## src/rtl/result_collector_pkg.sv

```systemverilog
// Shared constants and state encoding for the result collector.
// Word layout is {ERR, data[DW-1:0]}.
package result_collector_pkg;

  localparam int DW         = 6;
  localparam int AW         = 4;
  localparam int WORD_WIDTH = DW + 1;
  localparam int RAM_DEPTH  = 2 ** AW;
  localparam int ERR_BIT    = WORD_WIDTH - 1;

  localparam logic [AW-1:0] LAST_IDX = AW'(RAM_DEPTH - 1);

  typedef enum logic [2:0] {
    IDLE     = 3'd0,
    CAPTURE  = 3'd1,
    RD_ISSUE = 3'd2,
    RD_WAIT  = 3'd3,
    RD_EVAL  = 3'd4,
    REPORT   = 3'd5,
    DONE     = 3'd6
  } state_t;

endpackage

```

## src/rtl/result_collector_ram.sv

```systemverilog
// Single-port RAM: synchronous write, 1-cycle registered read.
// Contents are never cleared; rdata holds until the next read.
module result_collector_ram #(
  parameter int DATA_WIDTH = 7,
  parameter int ADDR_WIDTH = 4,
  parameter int RAM_DEPTH  = 16
) (
  input  logic                  clk,
  input  logic [DATA_WIDTH-1:0] wdata,
  input  logic [ADDR_WIDTH-1:0] addr,
  input  logic                  en,
  input  logic                  we,
  input  logic                  re,
  output logic [DATA_WIDTH-1:0] rdata
);

  logic [DATA_WIDTH-1:0] mem [RAM_DEPTH];

  always_ff @(posedge clk) begin
    if (en && we) begin
      mem[addr] <= wdata;
    end
    if (en && re) begin
      rdata <= mem[addr];
    end
  end

endmodule

```

## src/rtl/result_collector.sv

```systemverilog
// Captures one frame of result words, then reads it back and
// reports every flagged word over a valid/ready handshake.
module result_collector
  import result_collector_pkg::*;
(
  input  logic                  i_clk_top,
  input  logic                  i_rst_top,
  input  logic                  i_start,
  input  logic                  i_word_valid,
  input  logic [WORD_WIDTH-1:0] i_word,
  output logic                  o_word_ready,
  output logic                  o_busy,
  output logic                  o_err_valid,
  input  logic                  i_err_ready,
  output logic [AW-1:0]         o_err_addr,
  output logic [DW-1:0]         o_err_data,
  output logic [AW:0]           o_err_count,
  output logic                  o_done
);

  state_t state;
  state_t state_nx;

  logic [AW-1:0]         wr_cnt;
  logic [AW-1:0]         rd_cnt;
  logic                  xfer;
  logic                  wr_last;
  logic                  rd_last;
  logic                  flagged;
  logic                  ram_en;
  logic                  ram_we;
  logic                  ram_re;
  logic [AW-1:0]         ram_addr;
  logic [WORD_WIDTH-1:0] ram_rdata;

  assign xfer    = (state == CAPTURE) && i_word_valid;
  assign wr_last = (wr_cnt == LAST_IDX);
  assign rd_last = (rd_cnt == LAST_IDX);
  assign flagged = ram_rdata[ERR_BIT];

  // State and datapath registers advance together.
  always_ff @(posedge i_clk_top or posedge i_rst_top) begin
    if (i_rst_top) begin
      state       <= IDLE;
      wr_cnt      <= '0;
      rd_cnt      <= '0;
      o_err_count <= '0;
      o_err_valid <= 1'b0;
      o_err_addr  <= '0;
      o_err_data  <= '0;
    end else begin
      state <= state_nx;
      unique case (state)
        IDLE: begin
          if (i_start) begin
            wr_cnt      <= '0;
            o_err_count <= '0;
          end
        end
        CAPTURE: begin
          if (xfer) begin
            wr_cnt <= wr_cnt + AW'(1);
            if (i_word[ERR_BIT]) begin
              o_err_count <= o_err_count + (AW+1)'(1);
            end
            if (wr_last) begin
              rd_cnt <= '0;
            end
          end
        end
        RD_EVAL: begin
          if (flagged) begin
            o_err_addr  <= rd_cnt;
            o_err_data  <= ram_rdata[DW-1:0];
            o_err_valid <= 1'b1;
          end else if (!rd_last) begin
            rd_cnt <= rd_cnt + AW'(1);
          end
        end
        REPORT: begin
          if (o_err_valid && i_err_ready) begin
            o_err_valid <= 1'b0;
            if (!rd_last) begin
              rd_cnt <= rd_cnt + AW'(1);
            end
          end
        end
        default: ;
      endcase
    end
  end

  always_comb begin
    state_nx = state;
    unique case (state)
      IDLE: begin
        if (i_start) state_nx = CAPTURE;
      end
      CAPTURE: begin
        if (xfer && wr_last) state_nx = RD_ISSUE;
      end
      RD_ISSUE: state_nx = RD_WAIT;
      RD_WAIT:  state_nx = RD_EVAL;
      RD_EVAL: begin
        if (flagged)      state_nx = REPORT;
        else if (rd_last) state_nx = DONE;
        else              state_nx = RD_ISSUE;
      end
      REPORT: begin
        if (o_err_valid && i_err_ready) begin
          state_nx = rd_last ? DONE : RD_ISSUE;
        end
      end
      DONE:    state_nx = IDLE;
      default: state_nx = IDLE;
    endcase
  end

  always_comb begin
    o_word_ready = 1'b0;
    o_busy       = (state != IDLE);
    o_done       = 1'b0;
    ram_en       = 1'b0;
    ram_we       = 1'b0;
    ram_re       = 1'b0;
    ram_addr     = rd_cnt;
    unique case (state)
      CAPTURE: begin
        o_word_ready = 1'b1;
        ram_en       = xfer;
        ram_we       = xfer;
        ram_addr     = wr_cnt;
      end
      RD_ISSUE: begin
        ram_en = 1'b1;
        ram_re = 1'b1;
      end
      DONE:    o_done = 1'b1;
      default: ;
    endcase
  end

  result_collector_ram #(
    .DATA_WIDTH (WORD_WIDTH),
    .ADDR_WIDTH (AW),
    .RAM_DEPTH  (RAM_DEPTH)
  ) u_ram (
    .clk   (i_clk_top),
    .wdata (i_word),
    .addr  (ram_addr),
    .en    (ram_en),
    .we    (ram_we),
    .re    (ram_re),
    .rdata (ram_rdata)
  );

endmodule

```

## config.mk

```make
export PLATFORM = sky130hd
export DESIGN_NAME = result_collector
export DESIGN_NICKNAME = d
export VERILOG_FILES = /design/src/rtl/result_collector_pkg.sv /design/src/rtl/result_collector_ram.sv /design/src/rtl/result_collector.sv
export SDC_FILE = /design/constraint.sdc
export NUM_CORES = 1
export LEC_CHECK = 0
export BUFFER_PORTS_ARGS = -buffer_cell sky130_fd_sc_hd__buf_2
export CORE_UTILIZATION = 40
export CTS_CLUSTER_DIAMETER = 120
export DETAILED_ROUTE_END_ITERATION = 12
export GPL_TIMING_DRIVEN = 0
export PLACE_DENSITY = 0.62
export SKIP_CTS_REPAIR_TIMING = 1
export SYNTH_ARGS = -nofsm -noshare
export SYNTH_HDL_FRONTEND = slang
export SYNTH_SLANG_ARGS = --single-unit
export TNS_END_PERCENT = 20
```

## constraint.sdc

```tcl
create_clock -name i_clk_top -period 2.6 [get_ports i_clk_top]
set_input_delay 0.52 -clock i_clk_top [delete_from_list [all_inputs] [get_ports i_clk_top]]
set_output_delay 0.52 -clock i_clk_top [all_outputs]
set_load 0.05 [all_outputs]
```

=== Yosys cells after proc, flatten, opt, wreduce, memory -nomap -nowiden ===
Memory sizes are Yosys's and may differ from the RTL's. A register that Yosys moved wholly into a read port is not among the register bits.
Cells that the tools add are included.

* Register bits: 27
* RAM bits: 112
* Input port bits: 12
* Output and inout bits: 19
* Word-level logic and storage cells: 73
* Memories kept: 1

{| class="wikitable"
|+ Memory list
! memory !! depth !! width !! read ports !! clocked after memory_dff !! wr ports !! line !! source
|-
| u_ram.mem || 16 || 7 || 1 || 1 || 1 || result_collector_ram.sv:17 || <nowiki>logic [DATA_WIDTH-1:0] mem [RAM_DEPTH];</nowiki>
|}

* $add $sub $neg: 3
* Equal/unequal tests: 16
* Mux-type cells: 30
* Reductions and logical operators: 16

{| class="wikitable"
|+ Operators by type and width
! cell !! count
|-
| $mux 4 || 8
|-
| $pmux 3 s6 || 1
|-
| $mux 3 || 5
|-
| $mux 5 || 3
|-
| $ne 2x2->1 const B || 6
|-
| $pmux 4 s3 || 1
|-
| $pmux 5 s2 || 1
|-
| $eq 3x3->1 const B || 3
|-
| $reduce_and 3->1 || 3
|-
| $add 4x1->4 const B || 2
|-
| $eq 4x4->1 const B || 2
|-
| $mux 1 || 8
|-
| $pmux 4 s2 || 1
|-
| $eq 3x2->1 const B || 2
|-
| $reduce_bool 3->1 || 2
|-
| $add 5x1->5 const B || 1
|-
| $logic_and 1x1->1 || 5
|-
| $reduce_and 5->1 || 1
|-
| $ne 2x1->1 const B || 2
|-
| $pmux 1 s2 || 2
|-
| $reduce_and 4->1 || 1
|-
| $reduce_bool 2->1 || 2
|-
| $eq 3x1->1 const B || 1
|-
| $logic_not 3->1 || 1
|-
| $reduce_and 2->1 || 1
|}

=== Depth between registers and ports, before layout ===
* Depth in word-level cells: 6
* Gate-level depth with buffers: 9
* Mapped depth without buffers: 6

=== Cells and area by module ===
A second synthesis with hierarchy kept.

* Cell total of the unflattened synthesis: 357
* Area total of the unflattened synthesis: 6079.6 sq um

{| class="wikitable"
|+ By module, submodules not included
! module !! instances !! cells an instance !! area an instance (sq um) !! sequential area each (sq um)
|-
| result_collector_ram || 1 || 208 || 4609.4 || 3573.4
|-
| result_collector || 1 || 149 || 1470.2 || 675.6
|}

=== Worst setup path before layout ===
No wires, ideal clock.

* Kind: flip-flop to flip-flop
* Start point: reg state[2]
* End point: mem u_ram.mem[11][0], enable pin
* Arrival: 2.121 ns
* Data required time: 2.240 ns
* Path slack: 0.118 ns
* Stages on the path, launching flop included: 8
* Path through: dfrtp_1 -> buf_6 -> or3b_1 -> buf_6 -> inv_2 -> mux2i_1 -> nand2_1 -> nor2_1

* Cells in the longest elaborated chain, start to end: 6
* Elaborated cells between the ends (all ways): 9

{| class="wikitable"
|+ RTL lines
! what !! line !! source
|-
| start, declared || result_collector.sv:21 || <nowiki>state_t state;</nowiki>
|-
| start signal, assigned || result_collector.sv:52 || <nowiki>state <= state_nx;</nowiki>
|-
| $eq 3x1->1 || result_collector.sv:36, result_collector.sv:127 ||
|-
| $logic_and 1x1->1 || result_collector.sv:36 || <nowiki>assign xfer = (state == CAPTURE) && i_word_valid;</nowiki>
|-
| $pmux 1 s2 / $mux 1 (equally long branches) || result_collector.sv:127 || <nowiki>unique case (state)</nowiki>
|-
| $logic_and 1x1->1 || result_collector_ram.sv:20 || <nowiki>if (en && we) begin</nowiki>
|-
| $mux 1 || result_collector_ram.sv:20 ||
|-
| $mux 1 (not written as such) || result_collector_ram.sv:21 || <nowiki>mem[addr] <= wdata;</nowiki>
|-
| end, declared || result_collector_ram.sv:17 ||
|}

Parallel ways exist; a longest one is shown, timed or not.

=== Worst setup path after layout ===
* Start point: reg state[2]
* End point: mem u_ram.mem[12][3], enable pin

The elaborated chain is that of the path after synthesis.

==> results.md <==
* Tot GR Track Use at 0.1896
* Routed Antenna Nets at 0
* Vias in the first global route at 3,942
* Initial antenna violation count at 0
* Routed vias/inst at 5.587
* Mapped cell area at 0.006621 sq mm
* Fmax at 395.1 MHz
* Seq pwr share at 0.335
* Cell Chain, Critical Path: buf_6 -> or3b_1 -> buf_6 -> inv_4 -> nand2_1 -> or3_1 -> nor2_4
* Layout Nets at 484
* Routability cong. at 0.8401
* Switch Pwr at 3.234 mW
* Final min period at 2.531 ns
* Slowest CP cell: or3_1
* First-pass GRT wire length at 22.83 mm
* Yosys warns at 0
* CTS root buf: clkbuf_16
* Cell variety after synth at 42
* HP Class: in -> async
* Tightest Pin Transition at 1.134 ns
* Buffers plus inverters on the worst setup path at 3
* Crit. End Element: flip-flop
* Status: completed
* Sinks on Clock Net at 146
* Commonest non-fill, non-tap cells in the layout: 119 x edfxtp_1, 42 x mux4_2, 38 x buf_2, 29 x nand2_1, 27 x dfrtp_1
* Starting density of the core at 0.4138
* Share of cells above drive strength 1 at 0.3506
* Clk_lat worst skew at 0.42 ns
* Pre-antenna DRT Iters at 5
* Num CTS Buffers at 17
* Antenna cells at 0
* WP data arrival at 2.63 ns
* Chip width at 130.7 microns
* Internal power at 5.768 mW
* Initial DRC count at 344
* Clock-pin transition on the worst setup and hold timing paths at 0.06 ns
* Cell row count at 46
* Relative slew slack at 0.2422
* Synth Net Count at 429
* Commonest non-fill, non-tap cell in the layout: edfxtp_1
* Die height at 130.7 microns
* CP startpoint kind: flip-flop
* Layout area overhead at 19.58%
* Synth Instances at 414
* Core Area at 0.01600 sq mm
* Placed Area at 0.007042 sq mm
* Slew Limit Fails at 0
* Crit path required time at 2.70 ns
* Largest net degree at the start of global routing at 28
* CP Max Fanout at 10
* Worst IR drop on VDD at 548.1 uV
* Fin cells at 698
* DR WL/cell at 21.43 microns
* Final hold vios at 0
* Top cell type's share of synthesized area at 0.5397
* Placed cell count at 660
* Crit path kind: reg -> reg
* CTS tree: built
* Post-synth top area cell: edfxtp_1
* Largest delay contributor family on the critical path: simple AND/OR/NAND/NOR gates
* Max incr delay on CP at 0.53 ns
* Mean Syn Cell Area at 15.99 sq um
* Final Skew at 0.008571 ns
* Final WL at 14.96 mm
* Synth Register Bits at 146
* Pleak at 2.831 nW
* Max_cap viols at 0
* Residual DRC at 0
* Die area at 0.01707 sq mm
* Pwr dens at 1137 mW/mm^2
* Worst-case clock buffer depth at 2
* Port Buf Inserts at 30
* Crit share post-route at 0.9734
* Cell area after layout at 0.007918 sq mm
* Ports at 31
* Final setup viols at 0
* Sw Ratio at 0.3593
* Via count at 3,900
* Hpwl dp at 9.898 mm
* Fin util at 0.4948
* H-tree depth at 4
* Synth top area cells: edfxtp_1 54%, mux4_2 14%, dfrtp_1 10%
* Clock power frac at 0.289
* Grt ovf at 0
* CP dominant cell by count: buf_6
* Logic pwr share at 0.375
* Sequential cell area fraction in the yosys report at 0.6417
==> cells by family (layout without fill, tap and decap cells) <==
logic type,count (synthesis),in the layout,synth area share
flops,146,146,0.6417
simple gates,93,93,0.06708
mux,74,74,0.1958
compound gates,64,64,0.06104
buf+inv,30,98,0.02343
xor+xnor,4,4,0.005290
fa+ha+maj,3,3,0.005670
==> synthesized netlist by cell type <==
cell and n:
nor3_1 1, or2_2 3, nor2_1 24, o22ai_1 14, dfrtp_1 27, nand4_1 6
ha_1 3, xor2_1 4, or3_1 4, mux4_2 42, o31ai_1 1, o21a_1 1
a311oi_1 7, buf_6 2, a22o_1 2, a211oi_1 1, a21o_1 8, nand2_1 34
mux2i_4 1, a31o_2 1, buf_12 1, inv_1 5, a31oi_1 1, nand3_1 3
buf_1 1, a21oi_1 20, nor4bb_1 1, and2_1 3, o21ai_0 8, inv_2 1
nor3b_1 2, edfxtp_1 119, nand2b_1 2, and3_1 3, mux2_2 14, or3b_1 1
mux2i_1 17, nand3b_1 3, clkbuf_1 11, nand2_2 1, nor2b_1 2, buf_2 9
==> worst register-to-register path, cell delays in order (launching register included) <==
cell	delay, ns
dfrtp_1	0.38
buf_6	0.14
or3b_1	0.37
buf_6	0.15
inv_4	0.12
nand2_1	0.17
or3_1	0.54
nor2_4	0.34
==> layout make-up <==
class / count / area, sq um
flip-flops and latches: 146 / 4249
clock inverters: 15 / 203.9
repair buffers: 36 / 235.2
plain buffers: 24 / 146.4
multi-input cells: 238 / 2362
clock buffers: 17 / 425.4
well taps: 216 / 270.3
inverters: 6 / 25.02
fillers: 1375 / 8083
==> state kept, by name (all words and copies together), names as in the netlist <==
signal	count
o_err_addr	4
o_err_count	5
o_err_data	6
o_err_valid	1
rd_cnt	4
state	3
u_ram.mem	112
u_ram.rdata	7
wr_cnt	4
==> power by group through the flow <==
stage | sequential (mW) | combinational [mW] | clock [mW]
detailed placement | 3.06 | 3.23 | 0
CTS | 3.01 | 3.24 | 2.64
global route | 3.05 | 3.63 | 2.74
global placement | 3.05 | 3.17 | 0
floorplan | 3.34 | 2.09 | 0
finish | 3.02 | 3.38 | 2.61
==> metrics by stage <==
stage	power [mW]	setup TNS, ns	worst slack (ns)	hold WS [ns]
finish	9.002	0	0.06914	0.3420
global route	9.414	-0.2677	-0.02213	0.3870
CTS	8.889	-50.97	-0.6422	0.3719
detailed placement	6.285	-47.32	-0.6169	0.4650
global placement	6.211	-45.26	-0.5688	0.4620
floorplan	5.431	0	0.1184	0.4539
==> per-layer routing <==
layer,vias up,share of wire,global-route usage,wire (microns)
met4,0,0.011,0.06626,171
met5,-,0,0,0
met2,136,0.49,0.2985,7306
met1,1987,0.44,0.2588,6546
li1,1765,-,-,-
met3,12,0.062,0.04520,932
==> path summary, 6_finish.rpt <==
path | from | endpoint | slack (ns) | cells past startpoint
hold reg to reg | u_ram.rdata[4]$_DFFE_PP_ | o_err_data[4]$_DFFE_PP0P_ | 0.48 | 1
hold / removal | i_rst_top | rd_cnt[1]$_DFFE_PP0P_ | 0.34 | 2
setup / recovery | state[2]$_DFFE_PP0P_ | u_ram.mem[12][3]$_DFFE_PP_ | 0.07 | 7
setup reg to reg | state[2]$_DFFE_PP0P_ | u_ram.mem[12][3]$_DFFE_PP_ | 0.07 | 7
min in group i_clk_top | i_err_ready | o_err_valid$_DFFE_PP0P_ | 0.38 | 4
max in group asynchronous | i_rst_top | o_err_count[0]$_DFFE_PP0P_ | 1.63 | 2
Note: power is estimated with default switching activity, not from simulation.
